===== src/rtl/alu_pkg.sv =====
// Shared types for the shared-ALU arbiter: opcode map, port count and
// response-register states.
package alu_pkg;

  localparam int NUM_PORTS = 2;

  typedef enum logic [2:0] {
    ALU_ADD = 3'd0,
    ALU_SUB = 3'd1,
    ALU_INC = 3'd2,
    ALU_DEC = 3'd3,
    ALU_NOT = 3'd4,
    ALU_AND = 3'd5,
    ALU_OR  = 3'd6,
    ALU_XOR = 3'd7
  } alu_op_e;

  typedef enum logic {
    RESP_EMPTY = 1'b0,
    RESP_FULL  = 1'b1
  } resp_state_e;

endpackage


===== src/rtl/alu.sv =====
// Combinational N-bit ALU; all results wrap modulo 2^N.
module alu
  import alu_pkg::*;
#(
  parameter int N = 4
) (
  input  alu_op_e      op_i,
  input  logic [N-1:0] a_i,
  input  logic [N-1:0] b_i,
  output logic [N-1:0] y_o
);

  localparam logic [N-1:0] ONE = {{(N-1){1'b0}}, 1'b1};

  // Opcode decode
  always_comb begin
    y_o = {N{1'b0}};
    case (op_i)
      ALU_ADD: y_o = a_i + b_i;
      ALU_SUB: y_o = a_i - b_i;
      ALU_INC: y_o = a_i + ONE;
      ALU_DEC: y_o = a_i - ONE;
      ALU_NOT: y_o = ~a_i;
      ALU_AND: y_o = a_i & b_i;
      ALU_OR:  y_o = a_i | b_i;
      ALU_XOR: y_o = a_i ^ b_i;
      default: y_o = {N{1'b0}};
    endcase
  end

endmodule


===== src/rtl/alu_arbiter.sv =====
// Round-robin arbiter sharing one ALU between two valid/ready requesters.
// Optional zero flag on the response is enabled by defining ALU_ARB_FLAGS_EN.
module alu_arbiter
  import alu_pkg::*;
#(
  parameter int N = 4
) (
  input  logic                 clk,
  input  logic                 reset,
  input  logic [NUM_PORTS-1:0] req_valid,
  output logic [NUM_PORTS-1:0] req_ready,
  input  logic [2:0]           req_opcode0,
  input  logic [2:0]           req_opcode1,
  input  logic [N-1:0]         req_a0,
  input  logic [N-1:0]         req_a1,
  input  logic [N-1:0]         req_b0,
  input  logic [N-1:0]         req_b1,
  output logic                 resp_valid,
  input  logic                 resp_ready,
  output logic [N-1:0]         resp_data,
  output logic                 resp_id
`ifdef ALU_ARB_FLAGS_EN
  ,
  output logic                 resp_zero
`endif
);

  resp_state_e  state_q;
  logic [N-1:0] data_q;
  logic         id_q;
  logic         last_q;

  logic         grant_vld;
  logic         grant_id;
  logic         can_accept;
  logic         accept;
  alu_op_e      alu_op;
  logic [N-1:0] alu_a;
  logic [N-1:0] alu_b;
  logic [N-1:0] alu_y;

  // Round-robin grant: on contention the port not served last wins
  always_comb begin
    grant_vld = 1'b0;
    grant_id  = 1'b0;
    case (req_valid)
      2'b11: begin
        grant_vld = 1'b1;
        grant_id  = ~last_q;
      end
      2'b01: begin
        grant_vld = 1'b1;
        grant_id  = 1'b0;
      end
      2'b10: begin
        grant_vld = 1'b1;
        grant_id  = 1'b1;
      end
      default: begin
        grant_vld = 1'b0;
        grant_id  = 1'b0;
      end
    endcase
  end

  assign can_accept   = (state_q == RESP_EMPTY) || resp_ready;
  assign req_ready[0] = !reset && can_accept && grant_vld && !grant_id;
  assign req_ready[1] = !reset && can_accept && grant_vld && grant_id;
  assign accept       = |(req_valid & req_ready);

  assign alu_op = grant_id ? alu_op_e'(req_opcode1) : alu_op_e'(req_opcode0);
  assign alu_a  = grant_id ? req_a1 : req_a0;
  assign alu_b  = grant_id ? req_b1 : req_b0;

  alu #(.N(N)) u_alu (
    .op_i (alu_op),
    .a_i  (alu_a),
    .b_i  (alu_b),
    .y_o  (alu_y)
  );

`ifdef ALU_ARB_FLAGS_EN
  logic zero_q;
  assign resp_zero = zero_q;

  // Zero flag tracks the stored result
  always_ff @(posedge clk) begin
    if (reset) begin
      zero_q <= 1'b1;
    end else if (accept) begin
      zero_q <= (alu_y == {N{1'b0}});
    end else begin
      zero_q <= zero_q;
    end
  end
`endif

  // Response register state machine; a simultaneous drain and accept reloads
  always_ff @(posedge clk) begin
    if (reset) begin
      state_q <= RESP_EMPTY;
      data_q  <= {N{1'b0}};
      id_q    <= 1'b0;
      last_q  <= 1'b1;
    end else begin
      case (state_q)
        RESP_EMPTY: begin
          if (accept) begin
            state_q <= RESP_FULL;
            data_q  <= alu_y;
            id_q    <= grant_id;
            last_q  <= grant_id;
          end
        end
        RESP_FULL: begin
          if (accept) begin
            data_q  <= alu_y;
            id_q    <= grant_id;
            last_q  <= grant_id;
          end else if (resp_ready) begin
            state_q <= RESP_EMPTY;
          end
        end
        default: state_q <= RESP_EMPTY;
      endcase
    end
  end

  assign resp_valid = (state_q == RESP_FULL);
  assign resp_data  = data_q;
  assign resp_id    = id_q;

endmodule


===== config.mk =====
export PLATFORM = sky130hd
export DESIGN_NAME = alu_arbiter
export DESIGN_NICKNAME = d
export VERILOG_FILES = /design/src/rtl/alu_pkg.sv /design/src/rtl/alu.sv /design/src/rtl/alu_arbiter.sv
export SDC_FILE = /design/constraint.sdc
export NUM_CORES = 1
export LEC_CHECK = 0
export CORE_MARGIN = 3
export CORE_UTILIZATION = 46
export CTS_CLUSTER_DIAMETER = 60
export DETAILED_ROUTE_END_ITERATION = 6
export PLACE_DENSITY = 0.81
export SYNTH_ARGS = -nofsm -noshare
export SYNTH_HDL_FRONTEND = slang
export SYNTH_SLANG_ARGS = --single-unit

===== constraint.sdc =====
create_clock -name clk -period 3.65 [get_ports clk]
set_input_delay 0.73 -clock clk [delete_from_list [all_inputs] [get_ports clk]]
set_output_delay 0.73 -clock clk [all_outputs]
set_load 0.01 [all_outputs]

**Word level (Yosys, flattened, before mapping)**

Cells that the tools add are included.

- Flip-flop bits (word level): 7
- Output and inout port bits: 8
- Memories kept: 0
- ROM bits: 0
- Bits of input ports: 27
- Latch bits: 0
- Memory bits (writable): 0

- Add/sub/neg operators: 4
- Multiply operators: 0
- Bitwise logic cells: 7
- Shift operators: 0
- Multiplexer cells: 12
- Equal/unequal tests: 10
- Div/mod/pow operators: 0
- Order comparisons: 0
- Reductions and logical operators: 10

Operator list:

| kind | count |
|---|---|
| $pmux W4 S8 | 1 |
| $eq A3 B3 Y1 const B | 4 |
| $mux W4 | 3 |
| $eq A3 B2 Y1 const B | 2 |
| $mux W1 | 5 |
| $add A4 B1 Y4 const B | 1 |
| $add A4 B4 Y4 | 1 |
| $and A4 B4 Y4 | 1 |
| $eq A2 B2 Y1 const B | 2 |
| $logic_and A1 B1 Y1 | 4 |
| $not A4 Y4 | 1 |
| $or A4 B4 Y4 | 1 |
| $pmux W1 S2 | 2 |
| $sub A4 B1 Y4 const B | 1 |
| $sub A4 B4 Y4 | 1 |
| $xor A4 B4 Y4 | 1 |
| $eq A3 B1 Y1 const B | 1 |
| $logic_not A3 Y1 | 1 |
| $mux W3 | 1 |
| $reduce_or A3 Y1 | 1 |
| $and A2 B2 Y2 | 1 |
| $eq A2 B1 Y1 const B | 1 |
| $logic_not A1 Y1 | 2 |
| $not A1 Y1 | 2 |
| other kinds (2) | 2 |

**Longest topological paths before layout**

Gate-level depths: netlist of the first run.

- Depth in word-level cells: 9
- Depth in mapped cells: 13
- Gate-level depth less buffers: 12

**Modules after synthesis**

Synthesis of the first run repeated with hierarchy kept, for this count alone.

- Cells, all modules: 110
- Area total of the unflattened synthesis: 964.7 um^2

By module, submodules not included:

| module | sequential area each (um^2) | cells each | times used | area an instance (um^2) |
|---|---|---|---|---|
| alu | 0.0 | 65 | 1 | 525.5 |
| alu_arbiter | 140.1 | 45 | 1 | 439.2 |

**Least setup slack after synthesis of the first run**

Ideal clock, no wire load.

- Path type: input to register
- From: in req_valid[1]
- To: reg data_q[3] (netlist: resp_data[3])
- Setup time: 0.122 ns
- Slack: 0.619 ns
- Path buffers: 2
- Stages: 13
- Arrival: 2.909 ns
- Cells stage by stage: a21boi_4 -> buf_6 -> buf_6 -> mux2i_1 -> ha_1 -> a21oi_1 -> a21o_1 -> ha_1 -> a21o_1 -> a21oi_1 -> xnor2_1 -> xnor2_1 -> o21ai_1

- Word-level cells in the longest chain between the ends: 7
- Elaborated cells on any way between the ends: 33
- Those cells by class: 4 x add/sub; 10 x eq/ne; 7 x mux; 5 x bitwise; 7 x reduce/logical

Ends and longest elaborated chain:

| element | line | RTL |
|---|---|---|
| start: declaration | alu_arbiter.sv:10 | `input logic [NUM_PORTS-1:0] req_valid,` |
| branches (longest 7 deep; another with $sub A4 B1 Y4) | -- |  |
| end signal: assignment | alu_arbiter.sv:102 | `data_q <= {N{1'b0}};` |
| end signal: assignment | alu_arbiter.sv:110 | `data_q <= alu_y;` |
| end signal: assignment | alu_arbiter.sv:117 | `data_q <= alu_y;` |
| end: declaration | alu_arbiter.sv:29 | `logic [N-1:0] data_q;` |

Parallel ways; which one is timed is not known. The select of a mux whose other input is x is not followed.
A chain may end at the register's enable or synchronous reset.

**Worst setup path after layout of the first run**

Same ends and word-level chain as after synthesis.

==> out/qor.txt, run 1 <==
Ys async rst share: 0
Multi-input gate area: 810 um2
# fillers: 179
Outcome: complete, no violations
Required time worst endpoint: 3780 ps
Worst-path cell chain: clkdlybuf4s50_1 > a21boi_4 > buf_4 > mux2i_1 > ha_1 > a21oi_1 > a21o_1 > ha_1 > a21o_1 > a21oi_1 > xnor2_1 > xnor2_1 > o21ai_1
Syn-to-layout area delta: 40.8%
Max incr delay on CP: 510 ps
Worst path slowest cell: clkdlybuf4s50_1
Peak supply drop: 0.149 mV
Core ar.: 2040 um2
Top_reg_cell synth: dfxtp_1
CTS H-tree depth: 1
Starting Density: 0.509
Final Instance Area: 1460 um2
Hold bufs inserted after CTS: 0
DR vias/cell: 5.46
Final setup fails: 0
PwrDens: 260 nW/um2
Syn nets: 164
Fmax: 294 MHz
Register cell area after layout: 140 um2
Reg2reg start: last_q$_SDFFE_PP1P_
Lkg Pwr: 0.660 nW
Kind of end point of the critical path: flop
DRT Pass-1 Iters: 4
Number of port buffers: 34
Max Clock Skew: 5.03 ps
Worst reg-to-reg setup slack: 960 ps
Max-cap violations: 0
Post-CTS setup buffer count: 0
CTS tree: done
Mapped Area: 1040 um2
Instance count of the mapped netlist: 124
Fin crit share: 0.932
Min-delay src: resp_data[0]$_SDFFE_PP0P_
Routability cong.: 0.870
Die H: 53.5 um
Via count: 1,053
Fin cells: 193
Placed wire-length estimate: 2330 um
Final wirelength: 2700 um
Sequential area share after synthesis: 0.135
WHS Endpoint: resp_data[0]$_SDFFE_PP0P_
Worst Reg-to-Reg Cells: 12
DP Area: 1440 um2
Chip Width: 53.5 um
Crit path time final: 3400 ps
Commonest non-fill, non-tap cell in the layout: clkdlybuf4s50_1
Reg-to-Reg End: resp_data[3]$_SDFFE_PP0P_
FP Rows: 16
Pre-CTS WS: 41.2 ps
Commonest non-fill, non-tap cells in the layout: 34 x clkdlybuf4s50_1, 15 x mux2i_1, 12 x inv_1, 12 x nor2_1, 12 x ha_1
Skew-Pair Late Insertion Delay: 250 ps
IO Pins: 35
ANT nets after route: 0
Clock slew seen by the registers of the worst setup and hold paths: 50 ps
Synthesis Warnings: 0
First-pass GRT wire length: 4510 um
Placed instance count: 189
Slew Limit Fails: 0
Critical path type: input port to flop
CTS root buf: clkbuf_4
Routed length per instance: 14.0 um
Number of synthesized flops with an enable pin: 0
CTS Sinks: 7
Slew @ Worst Pin: 368 ps
Startpoint types: input port
Grt total ovfl: 0
Syn Area/Cell: 8.37 um2
CP max FO: 10
Worst Hold Class: flop to flop
DR iter-0 viols: 17
Rel. slew slack: 0.748
#FFs+latches synth: 7
Largest net degree at the start of global routing: 12
Num CTS Buffers: 3
RSZ-0062 raised after global routing: no
Initial antenna violation count: 0
Clock Path Buffers: 2
Die outline area: 2860 um2
Fraction of layout cells with a size suffix above 1: 0.108
DRC Markers: 0
ANT cells: 0
Hold Worst Slack: 486 ps
Final Hold Fails: 0
Worst hold stages: 2
Overall global routing resource usage: 0.211
Final #Nets: 207
Crit path DAT: 3530 ps
Final setup margin: 249 ps
Cell variety after synth: 39
Setup TNS: 0 ps
CTS resizes: 0
Vias in the first global route: 1,035
-- layout make-up --
cell class	count	share of cell area
timing repair buffer	43	0.279
tap	27	0.0231
clock buffer	4	0.0180
inverter	12	0.0308
multi-input combinational	100	0.553
sequential	7	0.0958
-- per-layer routing --
metal / up-vias / GRT usage / wire length (um)
met5: - / 0 / 0
met4: 0 / 0.0383 / 0
met3: 0 / 0.00845 / 126
li1: 536 / - / -
met1: 482 / 0.271 / 1220
met2: 35 / 0.388 / 1360
-- worst max-delay path, delay by kind of cell --
family,cells,cell delay [ps]
compound gates,6,1000
xor+xnor,2,290
fa+ha+maj,2,490
buf+inv,2,760
mux,1,270
-- cell families (layout without fill, tap and decap cells) --
family,Yosys count,after routing,share of synthesized area
adders and majority gates,13,13,0.164
buffers and inverters,17,59,0.0855
muxes,20,20,0.213
DFF,7,7,0.135
and+or+nand+nor,33,33,0.157
xor gates and xnor gates,3,3,0.0253
AOI/OAI and AO/OA,31,31,0.220
-- where the power goes --
group          leakage [nW]  internal [mW]  switching, mW
clock network        0.0150         0.0416         0.0267
registers            0.0581         0.0871        0.00545
logic                 0.587          0.119          0.101
total                 0.660          0.248          0.133
-- state kept, by name, summed over array words and instances (netlist names) --
signal      flops
last_q          1
resp_valid      1
resp_id         1
resp_data       4
-- how the worst max path moves through the flow --
stage / from / to / slack (ps) / depth (start not counted)
finish: req_valid[1] / resp_data[3]$_SDFFE_PP0P_ / 250 / 13
global route: req_valid[1] / resp_data[3]$_SDFFE_PP0P_ / 100 / 13
CTS: req_valid[1] / resp_data[3]$_SDFFE_PP0P_ / 290 / 13
detailed placement: req_valid[1] / resp_data[3]$_SDFFE_PP0P_ / 40 / 13
global placement: req_valid[1] / resp_data[3]$_SDFFE_PP0P_ / 150 / 13
floorplan: req_valid[1] / resp_data[3]$_SDFFE_PP0P_ / 620 / 13
-- metrics by stage --
| stage | utilization | total power, mW |
|---|---|---|
| floorplan | - | 0.227 |
| global placement | 0.703 | 0.307 |
| detailed placement | 0.703 | 0.313 |
| CTS | 0.716 | 0.383 |
| global route | 0.716 | 0.415 |
| finish | 0.716 | 0.381 |
-- cell usage after synthesis, types with 2 or more instances --
cell type	count	area, um2
nor3_1	3	15.0
o21ai_0	3	15.0
mux2_2	4	45.0
a211oi_1	3	22.5
a21oi_1	8	40.0
dfxtp_1	7	140
a21o_1	2	15.0
mux2i_1	15	150
ha_1	12	150
and2b_1	2	15.0
nand2_1	5	18.8
buf_6	3	33.8
xnor2_1	2	17.5
nand3_1	2	10.0
nand2b_1	3	18.8
buf_2	2	10.0
inv_1	12	45.0
o31ai_1	3	22.5
nor2_1	12	45.0
nor2b_1	2	12.5
Note: power is estimated with default switching activity, not from simulation.
==> run 2, diff against run 1 <==
- ABC_CLOCK_PERIOD_IN_PS: not set -> 3650
==> results of run 2 <==
Final layout, timing and power as in run 1 (identical DEF).
==> run 3, diff against run 2 <==
- ABC_CLOCK_PERIOD_IN_PS: 3650 -> not set
- SLEW_MARGIN: not set -> 20
==> results of run 3 <==
Final layout, timing and power as in run 1 (identical DEF).
